--- config.mk ---
export PLATFORM = sky130hd
export DESIGN_NAME = add_sub_16bit
export DESIGN_NICKNAME = d
export VERILOG_FILES = /design/src/rtl/add_sub_16bit_pkg.sv /design/src/rtl/add_sub_16bit_full_adder.sv /design/src/rtl/add_sub_16bit.sv
export SDC_FILE = /design/constraint.sdc
export NUM_CORES = 1
export LEC_CHECK = 0
export CAP_MARGIN = 20
export CORE_ASPECT_RATIO = 0.8
export CORE_UTILIZATION = 35
export DETAILED_ROUTE_END_ITERATION = 12
export GPL_ROUTABILITY_DRIVEN = 0
export PLACE_DENSITY = 0.76
export SETUP_SLACK_MARGIN = 0.4
export SYNTH_ARGS = -nofsm -noshare
export SYNTH_HDL_FRONTEND = slang
export SYNTH_SLANG_ARGS = --single-unit
export TNS_END_PERCENT = 1
--- constraint.sdc ---
create_clock -name clk -period 6.4 [get_ports clk]
set_input_delay 0.64 -clock clk [delete_from_list [all_inputs] [get_ports clk]]
set_output_delay 0.64 -clock clk [all_outputs]
set_load 0.02 [all_outputs]
--- src/rtl/add_sub_16bit_pkg.sv ---
`default_nettype none
// ============================================================================
// Module      : add_sub_16bit_pkg
// Description : Shared ALU constants: datapath width and add/sub op encodings.
// Revision    : 1.0 - initial release
// ============================================================================
package add_sub_16bit_pkg;

    localparam int   DATA_W = 16;
    localparam logic OP_ADD = 1'b0;
    localparam logic OP_SUB = 1'b1;

endpackage : add_sub_16bit_pkg
`default_nettype wire

--- src/rtl/add_sub_16bit_full_adder.sv ---
`default_nettype none
// ============================================================================
// Module      : full_adder
// Description : Single-bit full-adder cell used in the ripple-carry chain.
// Revision    : 1.0 - initial release
// ============================================================================
module full_adder (
    input  logic a,
    input  logic b,
    input  logic cin,
    output logic sum,
    output logic cout
);

    logic w_p;

    assign w_p  = a ^ b;
    assign sum  = w_p ^ cin;
    assign cout = (a & b) | (cin & w_p);

endmodule : full_adder
`default_nettype wire

--- src/rtl/add_sub_16bit.sv ---
`default_nettype none
// ============================================================================
// Module      : add_sub_16bit
// Description : Registered 16-bit adder/subtractor on one shared ripple chain,
//               with registered carry-out and signed-overflow flags.
// Revision    : 1.0 - initial release
// ============================================================================
module add_sub_16bit
    import add_sub_16bit_pkg::*;
(
    input  logic              clk,
    input  logic              rst,
    input  logic [DATA_W-1:0] in1,
    input  logic [DATA_W-1:0] in2,
    input  logic              sub,
    output logic [DATA_W-1:0] s,
    output logic              cout,
    output logic              ovf
);

    logic              w_sub;
    logic [DATA_W-1:0] w_b;
    logic [DATA_W-1:0] w_sum;
    logic [DATA_W:0]   w_c;
    logic              w_ovf;

    logic [DATA_W-1:0] r_s;
    logic              r_cout;
    logic              r_ovf;

    // Subtraction is in1 + ~in2 + 1: invert B and inject the +1 as carry-in.
    assign w_sub  = (sub == OP_SUB);
    assign w_b    = in2 ^ {DATA_W{w_sub}};
    assign w_c[0] = w_sub;

    generate
        for (genvar gi = 0; gi < DATA_W; gi++) begin : g_chain
            full_adder u_fa (
                .a    (in1[gi]),
                .b    (w_b[gi]),
                .cin  (w_c[gi]),
                .sum  (w_sum[gi]),
                .cout (w_c[gi+1])
            );
        end
    endgenerate

    assign w_ovf = w_c[DATA_W] ^ w_c[DATA_W-1];

    always_ff @(posedge clk) begin
        if (rst) begin
            r_s    <= '0;
            r_cout <= 1'b0;
            r_ovf  <= 1'b0;
        end else begin
            r_s    <= w_sum;
            r_cout <= w_c[DATA_W];
            r_ovf  <= w_ovf;
        end
    end

    assign s    = r_s;
    assign cout = r_cout;
    assign ovf  = r_ovf;

endmodule : add_sub_16bit
`default_nettype wire

==> results of run 1 <==
## metrics by stage
| stage | hold slack (ns) | TNS, ns | total power [mW] |
|---|---|---|---|
| final | 0.875 | -0.103 | 0.356 |
| after global routing | 0.898 | -0.357 | 0.384 |
| after CTS | 0.869 | -0.112 | 0.362 |
| after detailed placement | 1.39 | -1.46 | 0.293 |
| after global placement | 1.38 | -1.12 | 0.287 |
| after floorplan | 0.777 | 0 | 0.221 |
## power groups by stage
stage / clock network [mW] / logic [mW] / registers, mW
2_1_floorplan: 0 / 0.0568 / 0.164
3_3_place_gp: 0 / 0.149 / 0.138
3_5_place_dp: 0 / 0.154 / 0.139
4_1_cts: 0.0705 / 0.154 / 0.137
5_1_grt: 0.0770 / 0.169 / 0.138
6_report: 0.0669 / 0.152 / 0.136
## state kept, by name, indices dropped and copies added (netlist names)
name	count
cout	1
ovf	1
s	16
## cells in the mapped netlist
library cell,count
dfxtp_1,18
fa_1,15
nor2b_1,3
buf_2,1
buf_6,1
buf_4,1
nor2_1,15
buf_12,1
xor2_1,3
inv_1,16
xnor2_1,14
mux2i_1,1
## area by class of cell
| cell class | instances | share of cell area, % |
|---|---|---|
| flip-flops and latches | 18 | 22.3 |
| clock buffers | 4 | 2.25 |
| repair buffers | 56 | 34.0 |
| multi-input cells | 51 | 35.0 |
| inverters | 16 | 3.72 |
| well taps | 36 | 2.79 |
## cells by family after synthesis
group                      count (synthesis)  synth area share (%)
and+or+nand+nor                           18                  7.52
DFF                                       18                  36.1
adders and majority gates                 15                  30.1
xor gates and xnor gates                  17                  14.9
buffers and inverters                     20                  10.4
muxes                                      1                  1.00
## per-layer routing
metal / part of all wire [%] / vias to the layer above / GRT usage, % / routed length [µm]
met5: 0 / - / 0 / 0
met4: 0.40 / 0 / 4.44 / 8
met3: 11 / 2 / 5.77 / 215
met2: 46 / 37 / 25.3 / 925
met1: 42 / 314 / 17.4 / 847
li1: - / 363 / - / -
## critical path: stages
cell,delay [ns]
clkdlybuf4s50_1,0.41
xnor2_1,0.15
fa_2,0.38
fa_2,0.36
fa_2,0.34
fa_2,0.34
fa_2,0.34
fa_2,0.35
fa_2,0.34
fa_2,0.35
fa_2,0.35
fa_2,0.36
fa_2,0.35
fa_1,0.36
inv_1,0.07
fa_1,0.16
inv_1,0.05
fa_2,0.36
inv_2,0.07
fa_1,0.38
nor2b_1,0.14
## final timing paths
| path | start | endpoint | slack, ns | depth (start not counted) |
|---|---|---|---|---|
| max | in2[1] | s[15] | -0.10 | 21 |
| min | in2[0] | s[0] | 0.87 | 4 |
## what timing repair did
action | 4_1_cts | 5_1_grt
hold buffers | 0 | 0
endpoints found under the setup margin | 5 | 4
resized for setup | 2 | 1
==> metrics.txt, run 1 <==
syn nets=around 140; Pre-Repair DR Iteration Count=3; H-tree depth=1; vias=roughly 700; pwr dens=between 200 and 250 mW/mm²; Sw Ratio=a little under a third; Worst EP required=between 6 and 7 ns; cell area after layout=around 0.0016 mm²; via/cell ratio=~4.0; Final Setup Violations=1; multi-input combinational cell area=564 µm²; minimum clock period=~6.5 ns; Hold WC Path Type=primary input to flop; Slew HR=58.2%; CP endpoint kind=flop; synth top area cells=dfxtp_1 (36%), fa_1 (30%), xnor2_1 (12%); Max-Cap Viols=0; die height=between 40 and 50 µm; final hold vios=0; worst-path maximum fanout=2; Slew Limit Fails=0; peak supply drop=roughly 0.088 mV; synthesis-to-layout area growth=61.7%; crit start category=primary input; failing checks=negative setup slack; Root Buffer=clkbuf_4; Worst Max-Slew Pin Slew=0.625 ns; vias in the first global route=759; WL/cell=approximately 11 µm; Clock transition at path regs=0.10 ns; Synth cell types=12; Reg area=around 360 µm²; CTS Buffer Depth=2; placed cells=177; GRT overflow=0; antenna violations before repair=0; dpl cell area=approximately 0.0016 mm²; io pins=between 50 and 60; DRT Wirelength=2000 µm; Post-route DRC=0; largest net degree at the start of global routing=19; most frequent cells in the layout=clkdlybuf4s50_1 (50), dfxtp_1 (18), inv_1 (15), nor2_1 (15), xnor2_1 (14); critical path arrival=between 6 and 7 ns; Clock power frac=roughly a fifth; postcts setup bufs=0; #FFs+latches synth=18; Synth Area per Inst=11.2 µm²; total inserted antenna cells=0; fin crit share=102%; Sequential Power Share=38.3%; Synth top area share=between 30% and 40%; nets@finish=slightly below 200; post-DP HPWL=about 1800 µm; Std-Cell Rows=16; Die W=61.7 µm; dpl ws=-0.560 ns; Iter 0 DRT Violations=9; critical path class=primary input to flop; Initial Util=between 30% and 40%; leak pwr=approximately 0.66 nW; CTS Sinks=18; Port Buffers=52; combinational power share=between 40 and 50%; mapped cell area=about 1000 µm²; fmax=0.154 GHz; worst setup margin=-0.103 ns; first-pass GRT wire length=approximately 3200 µm; internal power=~0.25 mW; Finished Layout Cells=181; Global Route Usage Sum=approximately 15%; Gate Count Post-Synth=just under 90; RSZ-0062 raised after global routing=yes; outcome=finished, violations left; Synth warnings=0; Fill cells=230; leading cell type in the layout, fill and taps excluded=clkdlybuf4s50_1; switching power=0.107 mW; post-layout util=63.0%; Core Area=about 0.0026 mm²; CTS Buf Count=3; sequential area share after synthesis=36.1%; layout cells sized above 1=14.5%; ANT nets after route=0; die area=a little over 0.003 mm²; TritonCTS clock tree=yes; Synth area leader=dfxtp_1
Note: power is estimated with default switching activity, not from simulation.
==> inputs of run 2 (changes only) <==
- SLEW_MARGIN: default -> 40
==> results of run 2 <==
Same layout as run 1: the final DEF is identical, and so are final timing and power.
==> inputs of run 3 (changes only) <==
- TNS_END_PERCENT: 1 -> 50
==> metrics.txt, run 3 (synthesis results as in run 1) <==
outcome=finished, final reports clean; vias=between 700 and 800; CTS Sinks=18; Post-route DRC=0; antenna violations before repair=0; vias in the first global route=approximately 800; CTS Buf Count=3; most frequent cells in the layout=clkdlybuf4s50_1 (46), dfxtp_1 (18), nor2_1 (15), fa_2 (15); Worst EP required=6.56 ns; Reg area=approximately 360 µm²; WL/cell=roughly 11 µm; min-delay src=in1[0]; Clock transition at path regs=about 0.10 ns; RSZ-0062 raised after global routing=yes; Fill cells=~220; Slew HR=a little under three fifths; fmax=0.163 GHz; Max-Cap Viols=0; ANT nets after route=0; TritonCTS clock tree=yes; crit start category=primary input; dpl cell area=0.00159 mm²; Std-Cell Rows=16; total inserted antenna cells=0; Tot Pwr=about 0.36 mW; Iter 0 DRT Violations=11; Initial Util=about two fifths; final hold vios=0; layout cells sized above 1=23.3%; post-layout util=between 60 and 70%; Largest register FFs=16; CP endpoint kind=flop; crit-path most repeated cell=fa_2; Hold WC Path Type=primary input to flop; critical path startpoint=sub; critical path class=primary input to flop; post-DP HPWL=1720 µm; leak pwr=slightly below 0.7 nW; Pre-Repair DR Iteration Count=4; worst-path maximum fanout=4; Port Buffers=between 50 and 60; CP bufs+invs=4; H-tree depth=1; synthesis-to-layout area growth=66.4%; first-pass GRT wire length=about 3400 µm; DRT Wirelength=between 2000 and 2500 µm; cell area after layout=0.00166 mm²; Root Buffer=clkbuf_4; Core Area=approximately 0.0026 mm²; hold_buf cts=0; Worst Max-Slew Pin Slew=~0.66 ns; hold slack=~0.69 ns; Slew Limit Fails=0; die area=0.00307 mm²; postcts setup bufs=0; die height=between 40 and 50 µm; pwr dens=roughly 220 mW/mm²; fin crit share=a little over nine tenths; final setup TNS=0 ns; Critical Path Slowest Stage Cell=fa_2; io pins=53; via/cell ratio=between 4 and 5; leading cell type in the layout, fill and taps excluded=clkdlybuf4s50_1; multi-input combinational cell area=598 µm²; largest net degree at the start of global routing=19; CTS Buffer Depth=2; minimum clock period=between 6 and 7 ns; Global Route Usage Sum=roughly 16%; worst-path cell chain=buf_12 > xnor2_4 > fa_2 > fa_2 > fa_2 > fa_2 > fa_2 > fa_2 > fa_2 > fa_2 > fa_2 > fa_2 > fa_2 > fa_2 > inv_2 > fa_2 > inv_2 > fa_2 > inv_2 > fa_2 > nor2b_1; CP peak stage delay=between 0.4 and 0.5 ns; Die W=about 62 µm; peak supply drop=about 0.086 mV; GRT overflow=0; delay-heaviest family, CP=adder cells; critical path arrival=6.31 ns; Final Setup Violations=0; nets@finish=slightly below 200
[run 3: cell count changes in the layout (fill, tap and decap cells not counted), sizes merged]
| cell | change |
|---|---|
| dlygate4sd2 | -2 |
| clkdlybuf4s50 | -4 |
| dlymetal6s2s | +1 |
| clkdlybuf4s15 | +1 |
| buf | +5 |
[run 3: power by group]
part / internal (mW) / total [mW] / switching [mW]
logic: 0.0865 / 0.159 / 0.0728
registers: 0.131 / 0.135 / 0.00411
clock network: 0.0346 / 0.0693 / 0.0347
total: 0.252 / 0.364 / 0.112
[run 3: final cells by class]
type	count	area share (%)
sequential	18	21.7
multi-input combinational	51	36.0
timing repair buffer	57	33.8
inverter	16	3.61
tap	36	2.71
clock buffer	4	2.18
[run 3: worst paths after layout]
path | end | slack [ns] | cells past startpoint
worst max-delay path | s[15] | 0.25 | 21
worst min-delay path | s[0] | 0.69 | 4
[run 3: per-stage QoR]
| stage | worst slack (ns) | instances |
|---|---|---|
| 2_1_floorplan | 0.0999 | 89 |
| 3_3_place_gp | -0.428 | 178 |
| 3_5_place_dp | -0.523 | 178 |
| 4_1_cts | 0.245 | 182 |
| 5_1_grt | 0.121 | 182 |
| 6_report | 0.247 | 182 |
[run 3: metal layers]
metal | global-route usage, % | wire [µm] | up-vias
met5 | 0 | 0 | -
met4 | 4.44 | 12 | 0
met3 | 6.82 | 279 | 2
met2 | 26.5 | 995 | 40
met1 | 17.1 | 766 | 335
li1 | - | - | 363
[run 3: what timing repair did]
item,in CTS,in global routing
endpoints found under the setup margin,4,3
resized for setup,29,2
pin swaps,1,0
